===== config.mk =====
export PLATFORM = sky130hd
export DESIGN_NAME = conv_addr_gen
export DESIGN_NICKNAME = d
export VERILOG_FILES = /design/src/rtl/conv_addr_gen.sv
export SDC_FILE = /design/constraint.sdc
export NUM_CORES = 1
export LEC_CHECK = 0
export BUFFER_PORTS_ARGS = -buffer_cell sky130_fd_sc_hd__clkbuf_2
export CELL_PAD_IN_SITES_DETAIL_PLACEMENT = 1
export CELL_PAD_IN_SITES_GLOBAL_PLACEMENT = 2
export CORE_MARGIN = 10
export CORE_UTILIZATION = 40
export CTS_CLUSTER_SIZE = 40
export DETAILED_ROUTE_END_ITERATION = 10
export PLACE_DENSITY = 0.78
export REMOVE_ABC_BUFFERS = 1
export SETUP_SLACK_MARGIN = 0.1
export SYNTH_ARGS = -nofsm -noshare
export SYNTH_HDL_FRONTEND = slang
export SYNTH_SLANG_ARGS = --single-unit

===== constraint.sdc =====
create_clock -name clock -period 14.1 [get_ports clock]
set_input_delay 2.82 -clock clock [delete_from_list [all_inputs] [get_ports clock]]
set_output_delay 2.82 -clock clock [all_outputs]
set_load 0.1 [all_outputs]

===== src/rtl/conv_addr_gen.sv =====
// conv_addr_gen: loop-nest address generator for one convolution layer.
// Optional zero-padding border is built only when CONV_PAD_EN is defined.
module conv_addr_gen #(
    parameter int K         = 5,
    parameter int IN_SIZE   = 32,
    parameter int IN_CH     = 1,
    parameter int OUT_CH    = 6,
    parameter int LANES     = 4,
    parameter int STRIDE    = 1,
    parameter int PAD       = 0,
    parameter int OUT_DELAY = 9,
    parameter int ADDR_W    = 16
) (
    input  logic              clock,
    input  logic              reset,
    input  logic              start,
    input  logic              en,
    output logic              busy,
    output logic              done,
    output logic              addr_valid,
    output logic [ADDR_W-1:0] ifm_addr,
    output logic [ADDR_W-1:0] weight_addr,
    output logic              ifm_pad,
    output logic              acc_clear,
    output logic              out_wea,
    output logic [ADDR_W-1:0] out_addr
);

`ifdef CONV_PAD_EN
    localparam int PADE = PAD;
`else
    localparam int PADE = 0;
`endif

    localparam int NW       = (IN_CH + LANES - 1) / LANES;
    localparam int OUT_SIZE = (IN_SIZE + 2 * PADE - K) / STRIDE + 1;

    localparam int M1 = (K > NW) ? K : NW;
    localparam int M2 = (M1 > OUT_SIZE) ? M1 : OUT_SIZE;
    localparam int M3 = (M2 > OUT_CH) ? M2 : OUT_CH;
    localparam int M4 = (M3 > OUT_DELAY + 1) ? M3 : OUT_DELAY + 1;
    localparam int CW = $clog2(M4 + 1);

    localparam longint LIM     = (longint'(1) << ADDR_W) - 1;
    localparam longint IFM_MAX = longint'(NW) * IN_SIZE * IN_SIZE - 1;
    localparam longint WGT_MAX = longint'(OUT_CH) * NW * K * K - 1;
    localparam longint OUT_MAX = longint'(OUT_CH) * OUT_SIZE * OUT_SIZE - 1;

    if (IFM_MAX > LIM || WGT_MAX > LIM || OUT_MAX > LIM) begin : g_addr_overflow
        $error("conv_addr_gen: address range exceeds ADDR_W");
    end

    if (OUT_DELAY < 1 || PAD < 0 || STRIDE < 1 ||
        K > IN_SIZE + 2 * PADE) begin : g_bad_params
        $error("conv_addr_gen: illegal parameter set");
    end

    typedef enum logic [1:0] {
        IDLE,
        RUN,
        DRAIN,
        DONE
    } state_t;

    state_t state_q, state_d;

    logic [CW-1:0] j_q, j_d, i_q, i_d, n_q, n_d;
    logic [CW-1:0] c_q, c_d, r_q, r_d, m_q, m_d;
    logic [CW-1:0] dcnt_q, dcnt_d;

    logic busy_q, busy_d, done_q, done_d;
    logic addr_valid_q, addr_valid_d;
    logic acc_clear_q, acc_clear_d;
    logic ifm_pad_q, ifm_pad_d;
    logic tap_last_q, tap_last_d;
    logic [ADDR_W-1:0] ifm_addr_q, ifm_addr_d;
    logic [ADDR_W-1:0] weight_addr_q, weight_addr_d;
    logic [ADDR_W-1:0] pix_addr_q, pix_addr_d;

    logic              dly_wea_q  [OUT_DELAY];
    logic              dly_wea_d  [OUT_DELAY];
    logic [ADDR_W-1:0] dly_addr_q [OUT_DELAY];
    logic [ADDR_W-1:0] dly_addr_d [OUT_DELAY];

    logic issue;
    logic wrap_j, wrap_i, wrap_n, wrap_c, wrap_r, wrap_m;
    logic [ADDR_W-1:0] y_a, x_a, ifm_c, wgt_c, pix_c;
    logic pad_c;

    assign wrap_j = (j_q == CW'(K - 1));
    assign wrap_i = (i_q == CW'(K - 1));
    assign wrap_n = (n_q == CW'(NW - 1));
    assign wrap_c = (c_q == CW'(OUT_SIZE - 1));
    assign wrap_r = (r_q == CW'(OUT_SIZE - 1));
    assign wrap_m = (m_q == CW'(OUT_CH - 1));

    // FSM next state and loop-nest counter advance
    always_comb begin
        state_d = state_q;
        j_d     = j_q;
        i_d     = i_q;
        n_d     = n_q;
        c_d     = c_q;
        r_d     = r_q;
        m_d     = m_q;
        dcnt_d  = dcnt_q;
        issue   = 1'b0;
        unique case (state_q)
            IDLE: begin
                if (start) begin
                    state_d = RUN;
                    j_d = '0;
                    i_d = '0;
                    n_d = '0;
                    c_d = '0;
                    r_d = '0;
                    m_d = '0;
                end
            end
            RUN: begin
                if (en) begin
                    issue = 1'b1;
                    j_d = wrap_j ? '0 : j_q + CW'(1);
                    if (wrap_j)
                        i_d = wrap_i ? '0 : i_q + CW'(1);
                    if (wrap_j && wrap_i)
                        n_d = wrap_n ? '0 : n_q + CW'(1);
                    if (wrap_j && wrap_i && wrap_n)
                        c_d = wrap_c ? '0 : c_q + CW'(1);
                    if (wrap_j && wrap_i && wrap_n && wrap_c)
                        r_d = wrap_r ? '0 : r_q + CW'(1);
                    if (wrap_j && wrap_i && wrap_n && wrap_c && wrap_r) begin
                        m_d = wrap_m ? '0 : m_q + CW'(1);
                        if (wrap_m) begin
                            state_d = DRAIN;
                            dcnt_d  = '0;
                        end
                    end
                end
            end
            DRAIN: begin
                if (dcnt_q == CW'(OUT_DELAY))
                    state_d = DONE;
                else
                    dcnt_d = dcnt_q + CW'(1);
            end
            DONE: state_d = IDLE;
            default: state_d = IDLE;
        endcase
    end

`ifdef CONV_PAD_EN
    localparam int YW = $clog2(IN_SIZE + 2 * PADE + 1) + 1;
    logic [YW-1:0]        yu, xu;
    logic signed [YW-1:0] ys, xs;

    // Signed tap coordinates and border detection
    always_comb begin
        yu = YW'(r_q) * YW'(STRIDE) + YW'(i_q);
        xu = YW'(c_q) * YW'(STRIDE) + YW'(j_q);
        ys = $signed(yu - YW'(PADE));
        xs = $signed(xu - YW'(PADE));
        pad_c = (ys < 0) || (ys > $signed(YW'(IN_SIZE - 1))) ||
                (xs < 0) || (xs > $signed(YW'(IN_SIZE - 1)));
        y_a = ADDR_W'(yu - YW'(PADE));
        x_a = ADDR_W'(xu - YW'(PADE));
    end
`else
    // Tap coordinates without a padding border
    always_comb begin
        pad_c = 1'b0;
        y_a = ADDR_W'(r_q) * ADDR_W'(STRIDE) + ADDR_W'(i_q);
        x_a = ADDR_W'(c_q) * ADDR_W'(STRIDE) + ADDR_W'(j_q);
    end
`endif

    // Address arithmetic and registered-output next values
    always_comb begin
        ifm_c = ADDR_W'(n_q) * ADDR_W'(IN_SIZE * IN_SIZE)
              + y_a * ADDR_W'(IN_SIZE) + x_a;
        if (pad_c)
            ifm_c = '0;
        wgt_c = ADDR_W'(m_q) * ADDR_W'(NW * K * K)
              + ADDR_W'(n_q) * ADDR_W'(K * K)
              + ADDR_W'(i_q) * ADDR_W'(K) + ADDR_W'(j_q);
        pix_c = ADDR_W'(m_q) * ADDR_W'(OUT_SIZE * OUT_SIZE)
              + ADDR_W'(r_q) * ADDR_W'(OUT_SIZE) + ADDR_W'(c_q);
        addr_valid_d  = issue;
        acc_clear_d   = issue && (n_q == '0) && (i_q == '0) && (j_q == '0);
        ifm_pad_d     = issue && pad_c;
        tap_last_d    = issue && wrap_n && wrap_i && wrap_j;
        ifm_addr_d    = issue ? ifm_c : ifm_addr_q;
        weight_addr_d = issue ? wgt_c : weight_addr_q;
        pix_addr_d    = issue ? pix_c : pix_addr_q;
        busy_d        = (state_d == RUN) || (state_d == DRAIN);
        done_d        = (state_d == DONE);
    end

    // Output-write delay line shifts every cycle to track the MAC pipeline
    always_comb begin
        dly_wea_d[0]  = tap_last_q;
        dly_addr_d[0] = pix_addr_q;
        for (int k = 1; k < OUT_DELAY; k++) begin
            dly_wea_d[k]  = dly_wea_q[k-1];
            dly_addr_d[k] = dly_addr_q[k-1];
        end
    end

    // State, counters and registered outputs
    always_ff @(posedge clock) begin
        if (reset) begin
            state_q       <= IDLE;
            j_q           <= '0;
            i_q           <= '0;
            n_q           <= '0;
            c_q           <= '0;
            r_q           <= '0;
            m_q           <= '0;
            dcnt_q        <= '0;
            busy_q        <= 1'b0;
            done_q        <= 1'b0;
            addr_valid_q  <= 1'b0;
            acc_clear_q   <= 1'b0;
            ifm_pad_q     <= 1'b0;
            tap_last_q    <= 1'b0;
            ifm_addr_q    <= '0;
            weight_addr_q <= '0;
            pix_addr_q    <= '0;
        end else begin
            state_q       <= state_d;
            j_q           <= j_d;
            i_q           <= i_d;
            n_q           <= n_d;
            c_q           <= c_d;
            r_q           <= r_d;
            m_q           <= m_d;
            dcnt_q        <= dcnt_d;
            busy_q        <= busy_d;
            done_q        <= done_d;
            addr_valid_q  <= addr_valid_d;
            acc_clear_q   <= acc_clear_d;
            ifm_pad_q     <= ifm_pad_d;
            tap_last_q    <= tap_last_d;
            ifm_addr_q    <= ifm_addr_d;
            weight_addr_q <= weight_addr_d;
            pix_addr_q    <= pix_addr_d;
        end
    end

    // Delay-line registers; reset drops any pending write
    always_ff @(posedge clock) begin
        for (int k = 0; k < OUT_DELAY; k++) begin
            if (reset) begin
                dly_wea_q[k]  <= 1'b0;
                dly_addr_q[k] <= '0;
            end else begin
                dly_wea_q[k]  <= dly_wea_d[k];
                dly_addr_q[k] <= dly_addr_d[k];
            end
        end
    end

    assign busy        = busy_q;
    assign done        = done_q;
    assign addr_valid  = addr_valid_q;
    assign ifm_addr    = ifm_addr_q;
    assign weight_addr = weight_addr_q;
    assign ifm_pad     = ifm_pad_q;
    assign acc_clear   = acc_clear_q;
    assign out_wea     = dly_wea_q[OUT_DELAY-1];
    assign out_addr    = dly_addr_q[OUT_DELAY-1];

endmodule

Yosys cells after proc, flatten, opt, wreduce, memory -nomap -nowiden
Memories as Yosys holds them, arrays and structs flattened.
Index checks and enable logic that the tools add are counted.
{"block": "classes", "add_sub_neg": 16, "bitwise": 18, "n_mux": 58, "n_reduce_logical": 23, "n_mul": 5, "n_eq_ne": 21}
{"operator": "$mux 16", "n": 9}
{"operator": "$mux 5", "n": 22}
{"operator": "$pmux 5 s2", "n": 7}
{"operator": "$add 5x1->5 const B", "n": 7}
{"operator": "$mul 5x5->10 const B", "n": 2}
{"operator": "$reduce_and 4->1", "n": 5}
{"operator": "$ne 2x2->1 const B", "n": 9}
{"operator": "$or 1x1->1", "n": 18}
{"operator": "$add 15x10->16", "n": 1}
{"operator": "$add 15x11->16", "n": 1}
{"operator": "$add 16x5->16", "n": 1}
{"operator": "$add 16x6->16", "n": 1}
{"operator": "$mul 5x3->8 const B", "n": 2}
{"operator": "$eq 5x3->1 const B", "n": 3}
{"operator": "$logic_not 5->1", "n": 3}
{"operator": "$mux 1", "n": 14}
{"operator": "$add 12x5->13", "n": 1}
{"operator": "$add 11x8->12", "n": 1}
{"operator": "$add 5x5->6", "n": 2}
{"operator": "$add 10x10->11", "n": 1}
{"operator": "$mul 5x6->11 const B", "n": 1}
{"operator": "$eq 5x5->1 const B", "n": 2}
{"operator": "$mux 2", "n": 5}
{"operator": "$logic_and 1x1->1", "n": 9}
{"operator": "other kinds (9)", "n": 14}
{"block": "word_totals", "word_cells": 159, "mem_count": 2, "in_bits": 4, "mem_bits_rw": 153, "output_inout_bits": 54, "ff_bits": 90}
{"memory": "dly_addr_q", "words": 9, "word_bits": 16, "rd": 9, "rd_ports_with_merged_regs": 0, "write_ports": 9, "line": "82", "text": "logic [ADDR_W-1:0] dly_addr_q [OUT_DELAY];"}
{"memory": "dly_wea_q", "words": 9, "word_bits": 1, "rd": 9, "rd_ports_with_merged_regs": 0, "write_ports": 9, "line": "80", "text": "logic dly_wea_q [OUT_DELAY];"}

Logic depth before layout (Yosys ltp)
Gate-level depths: netlist (run 1).
{"block": "depth", "depth_word": 10, "depth_mapped": 19, "ltp_nobuf": 19}

Worst setup path before layout (run 1)
Ideal clock, no wire load.
{"block": "synth_timing", "path_kind": "reg-to-reg", "from": "register n_q[3]", "to": "register weight_addr_q[11], in the netlist weight_addr[11]", "period_less_slack_ps": 4431, "t_arrival_ps": 4367, "required_ps": 14036, "stages_incl_launch_ff": 16, "path_buffers": 0, "setup_time_ps": 64, "slack_ps": 9669, "path_cell_list": "dfxtp_1 -> inv_1 -> ha_1 -> inv_1 -> fa_1 -> inv_1 -> fa_1 -> fa_1 -> fa_1 -> ha_1 -> ha_1 -> nand2_1 -> o21ai_1 -> a41oi_1 -> or4_1 -> nand3_1"}
{"block": "synth_between", "elab_chain_len": 4}
{"element": "start, declared", "line": "67", "text": "logic [CW-1:0] j_q, j_d, i_q, i_d, n_q, n_d;"}
{"element": "start signal, assigned", "line": "233", "text": "n_q <= n_d;"}
{"element": "$mul 5x5->10", "line": "184", "text": "+ ADDR_W'(n_q) * ADDR_W'(K * K)"}
{"element": "$add 10x10->11", "line": "184"}
{"element": "$add 11x8->12", "line": "185", "text": "+ ADDR_W'(i_q) * ADDR_W'(K) + ADDR_W'(j_q);"}
{"element": "$add 12x5->13", "line": "185"}
{"element": "end signal, assigned", "line": "245", "text": "weight_addr_q <= weight_addr_d;"}
{"element": "end, declared", "line": "77", "text": "logic [ADDR_W-1:0] weight_addr_q, weight_addr_d;"}
Every way passes these cells.
A chain may end at the register's enable or synchronous reset.

Final worst setup path (run 1)
Same ends and word-level chain as after synthesis.

==> results of run 1 <==
-- kinds of logic after synthesis --
| logic type | after synthesis |
|---|---|
| adders and majority gates | 144 |
| xor gates and xnor gates | 50 |
| other | 1 |
| and+or+nand+nor | 383 |
| AOI/OAI and AO/OA | 142 |
| DFF | 240 |
| buffers and inverters | 143 |
| muxes | 6 |
-- layer usage --
layer,routed length (µm),part of all wire,track usage,vias up
li1,-,-,-,3734
met1,11190,0.50,0.1799,3568
met2,9943,0.44,0.2151,92
met3,908,0.040,0.02515,35
met4,468,0.021,0.03515,0
met5,0,0,0,-
-- where the power goes --
part	leakage (nW)	total [mW]	internal (mW)	switching, mW
combinational	3.28	0.102	0.0270	0.0749
clock	0.459	0.751	0.462	0.288
sequential	1.94	0.695	0.687	0.00803
-- worst min path at each step --
stage	start	end	slack [ns]	depth (start not counted)
2_1_floorplan	dly_addr_q[0][0]$_SDFF_PP0_	dly_addr_q[1][0]$_SDFF_PP0_	0.41	1
3_3_place_gp	dly_addr_q[3][11]$_SDFF_PP0_	dly_addr_q[4][11]$_SDFF_PP0_	0.42	1
3_5_place_dp	dly_addr_q[1][3]$_SDFF_PP0_	dly_addr_q[2][3]$_SDFF_PP0_	0.42	1
4_1_cts	dly_addr_q[1][12]$_SDFF_PP0_	dly_addr_q[2][12]$_SDFF_PP0_	0.44	1
5_1_grt	dly_addr_q[7][4]$_SDFF_PP0_	dly_addr_q[8][4]$_SDFF_PP0_	0.45	1
6_report	dly_addr_q[6][0]$_SDFF_PP0_	dly_addr_q[7][0]$_SDFF_PP0_	0.43	1
-- final cells by class --
type | instances | area (µm²)
flip-flops and latches | 240 | 4805
clock inverters | 16 | 240.2
fillers | 3027 | 14530
well taps | 341 | 426.7
repair buffers | 56 | 294.0
inverters | 101 | 379.1
clock buffers | 33 | 728.2
multi-input cells | 729 | 5625
-- cells in the final DEF, fill, tap and decap left out, drive strengths merged, types with 7 or more instances in the layout --
cell	count
nor2	55
nand3	20
nand2b	7
nor2b	161
clkbuf	85
nor3	13
a31oi	9
or4	7
ha	110
inv	102
o21ai	25
a21oi	51
fa	34
nand4	13
a211oi	14
nand2	68
a21o	15
xnor2	24
dfxtp	240
xor2	26
-- sequential cells by signal, summed over array words and instances (netlist names), 9 cells and up --
register / flops
ifm_addr: 16
dly_addr_q: 144
weight_addr: 13
pix_addr_q: 16
dly_wea_q: 9
-- per-stage QoR --
step | instances | worst slack, ns | util | total power [mW]
floorplan | 1070 | 9.668 | - | 0.7792
global placement | 1467 | 8.887 | 0.4266 | 0.8113
detailed placement | 1467 | 8.823 | 0.4266 | 0.8131
CTS | 1516 | 9.150 | 0.4625 | 1.573
global route | 1516 | 8.894 | 0.4625 | 1.616
finish | 1516 | 9.139 | 0.4625 | 1.547
==> run metrics, run 1 <==
Hold WC Path Type=flip-flop to flip-flop; Synth Area in Adders=0.1871; critical path class=flip-flop to flip-flop; Skew-Pair Late Insertion Delay=0.55 ns; share of cells above drive strength 1=0.1038; commonest cells in the netlist=240 x dfxtp_1, 160 x nor2b_1, 110 x ha_1; Worst setup SP type=flip-flop; asr flop ratio synth=0; Peak VDD IR=about 0.000080 V; Total Nets Final=1303; width of the die=185.8 µm; clock tree buffer depth=3; Post-Synth XOR/XNOR Area=0.03983; RR Startpoint=n_q[3]$_SDFFE_PP0P_; global-route wire length before repair=approximately 38 mm; CP Data Arrival Time=roughly 5.5 ns; Cell variety after synth=71; Simple-Gate Fraction of Synth Area=0.1961; Core ar.=27030 µm²; drt first pass iters=4; Reg clk slew, reported paths=0.06 ns; worst-margin pin slew=0.8801 ns; CTS Root Cell=clkbuf_16; Placed Area=11530 µm²; final worst-path cycle share=0.3519; Rows=60; Seq/Total Area, Yosys=0.4370; cell taking the most area after synthesis=dfxtp_1; synthesis-stage register bit count=between 200 and 250; dominant synthesized flop cell=dfxtp_1; Post-DRT Antenna Nets=0; capture point of the worst path=weight_addr[11]$_SDFFE_PP0P_; cells after synthesis=between 1000 and 1500; worst endpoint required time=14.59 ns; vias per cell=4.900; Max-slew headroom=0.4132; largest net degree at the start of global routing=97; critical path startpoint=n_q[3]$_SDFFE_PP0P_; multiplexer area fraction after synthesis=0.005463; most area-consuming cells after synthesis=dfxtp_1 44%, ha_1 13%, nor2b_1 9.1%; critical-path cell list=inv_1, ha_1, inv_1, fa_1, inv_1, fa_1, fa_1, fa_1, ha_1, ha_1, nand2_1, o21ai_1, a41oi_1, or4_1, nand3_1; compound-cell area share of the yosys netlist=0.08183; initial cell density of the core=0.4068; area grow syn2layout=13.68%; Post CTS Setup Buffer Count=0; vias post-DR=roughly 7400; clk_skew=between 0.01 and 0.015 ns; CP top delay family=adder cells; largest family of logic cells by synthesized area=simple AND/OR/NAND/NOR gates; post-synth top area share=0.4370; CP endpoint kind=flip-flop; Slew Limit Fails=0; Power Density=between 100 and 150 nW/µm²; reg2reg path depth=15; Syn. warnings=0; hold buffer count at CTS=0; Worst R2R End=weight_addr[11]$_SDFFE_PP0P_; RSZ-0062 raised after global routing=no; Post-CTS Resized=0; mapped cell area=10990 µm²; Avg Cell Area, Syn=9.914 µm²; Pleak=5.679 nW; Final Critical Period=around 5.0 ns; final WL=22.51 mm; detailed router's first-iteration violation count=224; Critical Path Most Common Cell=fa_1; IO Count=a little under 60; number of remaining DRC errors=0; setup TNS=0 ns; die area=around 35000 µm²; gr usage total=0.1337; CTS Sinks=240; number of flops mapped to enable cells by yosys=0; vias in the first global route=7586; Avg WL per Cell=14.84 µm; H-Tree Depth=1; max cap viols=0; FMAX=0.2016 GHz; Slowest-stage cell, CP=dfxtp_1; total gr overflow=0; number of buffers and inverters on the critical path=3; total count of hold-check failures in the final report=0; WHS=0.4348 ns; setup slack, reg-to-reg=9.14 ns; Setup violations, final=0; critical path peak fanout=8; max incr delay on CP=~0.53 ns; CTS tree=done; CTS buffer count=27; initial antenna violation count=0; cell depth of the worst setup path=15; Design Area, Final=12500 µm²; cell with the most instances after synthesis=dfxtp_1; HPWL Detailed=15.89 mm; status=finished clean; antenna cells=0; GPL Wtd Cong=between 0.7 and 0.8; Die Ht=185.8 µm; PortBufs=53
Power figures use the tool's default switching activity.
==> run 2: changes to the inputs <==
- CORE_UTILIZATION: 40 -> 36
- PLACE_DENSITY: 0.78 -> 0.74
- clock period: 14.1 -> 4.14 ns (I/O delays scaled with it)
==> run metrics, run 2 (synthesis results as in run 1) <==
status=finished with violations; violated checks=setup timing; internal power=roughly 3.8 mW; clk_skew=0.01353 ns; HPWL Detailed=16.81 mm; Slew Limit Fails=0; Total Nets Final=1356; largest net degree at the start of global routing=108; Final Core Density=0.4421; RSZ-0062 raised after global routing=yes; WHS=0.4327 ns; Post-DRT Antenna Nets=0; total gr overflow=0; Worst setup SP type=flip-flop; max reg flops=144; Hold WC Path Type=flip-flop to flip-flop; Avg WL per Cell=14.88 µm; PortBufs=53; Power Density=387.5 nW/µm²; worst endpoint required time=4.62 ns; Final Critical Period=approximately 4.3 ns; final worst-path cycle share=1.041; Top reg by flops=dly_addr_q; Slowest-stage cell, CP=fa_1; setup slack, reg-to-reg=-0.17 ns; CTS buffer count=27; antenna cells=0; Register Area=4832 µm²; Die Ht=194.8 µm; total count of hold-check failures in the final report=0; GPL Wtd Cong=0.7786; share of cells above drive strength 1=0.1865; Placed Cells=1562; commonest non-fill, non-tap cell in the layout=dfxtp_1; critical path peak fanout=2; gr usage total=0.1235; Switch Pwr=roughly 1.3 mW; switch share=0.2487; Seq pwr share=0.460; width of the die=194.8 µm; CP Data Arrival Time=4.79 ns; critical-path cell list=inv_2, ha_4, inv_2, fa_2, inv_1, fa_2, fa_1, inv_1, fa_1, inv_1, ha_2, ha_2, a21o_1, a21o_1, a21o_1, a41oi_2, buf_4, nand4b_1, nand3_1; global-route wire length before repair=39.81 mm; CTS tree=done; most frequent cells in the layout=228 x dfxtp_1, 160 x nor2b_1, 94 x ha_1; drt first pass iters=4; vias post-DR=~7600; H-Tree Depth=1; Core ar.=around 30000 µm²; FMAX=0.2321 GHz; max cap viols=0; CP endpoint kind=flip-flop; Finished Layout Cells=1618; clock tree buffer depth=3; IO Count=58; final WL=24.07 mm; worst-margin pin slew=approximately 1 ns; Skew-Pair Late Insertion Delay=approximately 0.54 ns; detailed router's first-iteration violation count=230; vias in the first global route=7725; initial cell density of the core=0.3680; critical path startpoint=n_q[2]$_SDFFE_PP0P_; Combinational Power Share=0.077; RR Startpoint=n_q[2]$_SDFFE_PP0P_; Peak VDD IR=0.0002948 V; max incr delay on CP=0.52 ns; Max-slew headroom=0.3393; area grow syn2layout=20.14%; die area=37930 µm²; vias per cell=4.676; final worst slack=-0.1689 ns; Fillers=3362; reg2reg path depth=19; hold buffer count at CTS=0; Rows=63; Pleak=~5.9 nW; capture point of the worst path=weight_addr[11]$_SDFFE_PP0P_; CTS Sinks=240; Setup violations, final=7; CTS Root Cell=clkbuf_16; number of remaining DRC errors=0; Reg clk slew, reported paths=around 0.07 ns; initial antenna violation count=0; critical path class=flip-flop to flip-flop; power share of the clock group=0.462; area of the multi-input gates=5883 µm²; Worst R2R End=weight_addr[11]$_SDFFE_PP0P_
## run 2: timing repair
item,4_1_cts,5_1_grt
pin swaps,39,25
setup buffers,5,4
setup endpoints to repair,9,14
gates resized for setup,45,28
## run 2: layout make-up
| type | count | share of cell area |
|---|---|---|
| clock buffers | 37 | 0.05930 |
| clock inverters | 12 | 0.008620 |
| inverters | 101 | 0.02889 |
| multi-input cells | 729 | 0.4454 |
| flip-flops and latches | 240 | 0.3658 |
| well taps | 390 | 0.03694 |
| repair buffers | 109 | 0.05503 |
## run 2: power groups by stage
| stage | Sequential [mW] | Combinational [mW] | Clock (mW) |
|---|---|---|---|
| 6_report | 2.36 | 0.396 | 2.37 |
| 5_1_grt | 2.36 | 0.441 | 2.55 |
| 4_1_cts | 2.36 | 0.395 | 2.47 |
| 3_5_place_dp | 2.41 | 0.378 | 0 |
| 3_3_place_gp | 2.41 | 0.374 | 0 |
| 2_1_floorplan | 2.47 | 0.180 | 0 |
## run 2: metal layers
layer	track usage	wire length [µm]	vias to the layer above
li1	-	-	3837
met1	0.1655	12040	3614
met2	0.1977	10490	84
met3	0.02822	1086	31
met4	0.02733	450	0
met5	0	0	-
## run 2: critical path, delay by kind of cell, from the launching register on
kind	cells	cell delay, ns
AND/OR/NAND/NOR	2	0.20
flip-flops	1	0.36
adder cells (fa/ha/maj)	7	2.58
buffers and inverters	6	0.37
AO/OA/AOI/OAI	4	0.72
## run 2: stage by stage
stage	setup WS [ns]	total power [mW]	setup TNS, ns	instance area [µm²]
6_report	-0.1689	5.119	-0.5446	13210
3_3_place_gp	-0.3414	2.781	-1.595	11940
5_1_grt	-0.3419	5.348	-1.873	13210
3_5_place_dp	-0.4573	2.787	-2.575	11940
2_1_floorplan	-0.2919	2.654	-0.8197	10810
4_1_cts	-0.1855	5.221	-0.7874	13090
## run 2: worst min-delay path by stage
stage                                 start                            to  slack (ns)  depth (start not counted)
2_1_floorplan   dly_addr_q[0][0]$_SDFF_PP0_   dly_addr_q[1][0]$_SDFF_PP0_        0.41                          1
3_3_place_gp    dly_addr_q[2][0]$_SDFF_PP0_   dly_addr_q[3][0]$_SDFF_PP0_        0.42                          1
3_5_place_dp    dly_addr_q[2][8]$_SDFF_PP0_   dly_addr_q[3][8]$_SDFF_PP0_        0.42                          1
4_1_cts         dly_addr_q[5][9]$_SDFF_PP0_   dly_addr_q[6][9]$_SDFF_PP0_        0.43                          1
5_1_grt        dly_addr_q[0][11]$_SDFF_PP0_  dly_addr_q[1][11]$_SDFF_PP0_        0.44                          1
6_report       dly_addr_q[0][11]$_SDFF_PP0_  dly_addr_q[1][11]$_SDFF_PP0_        0.43                          1
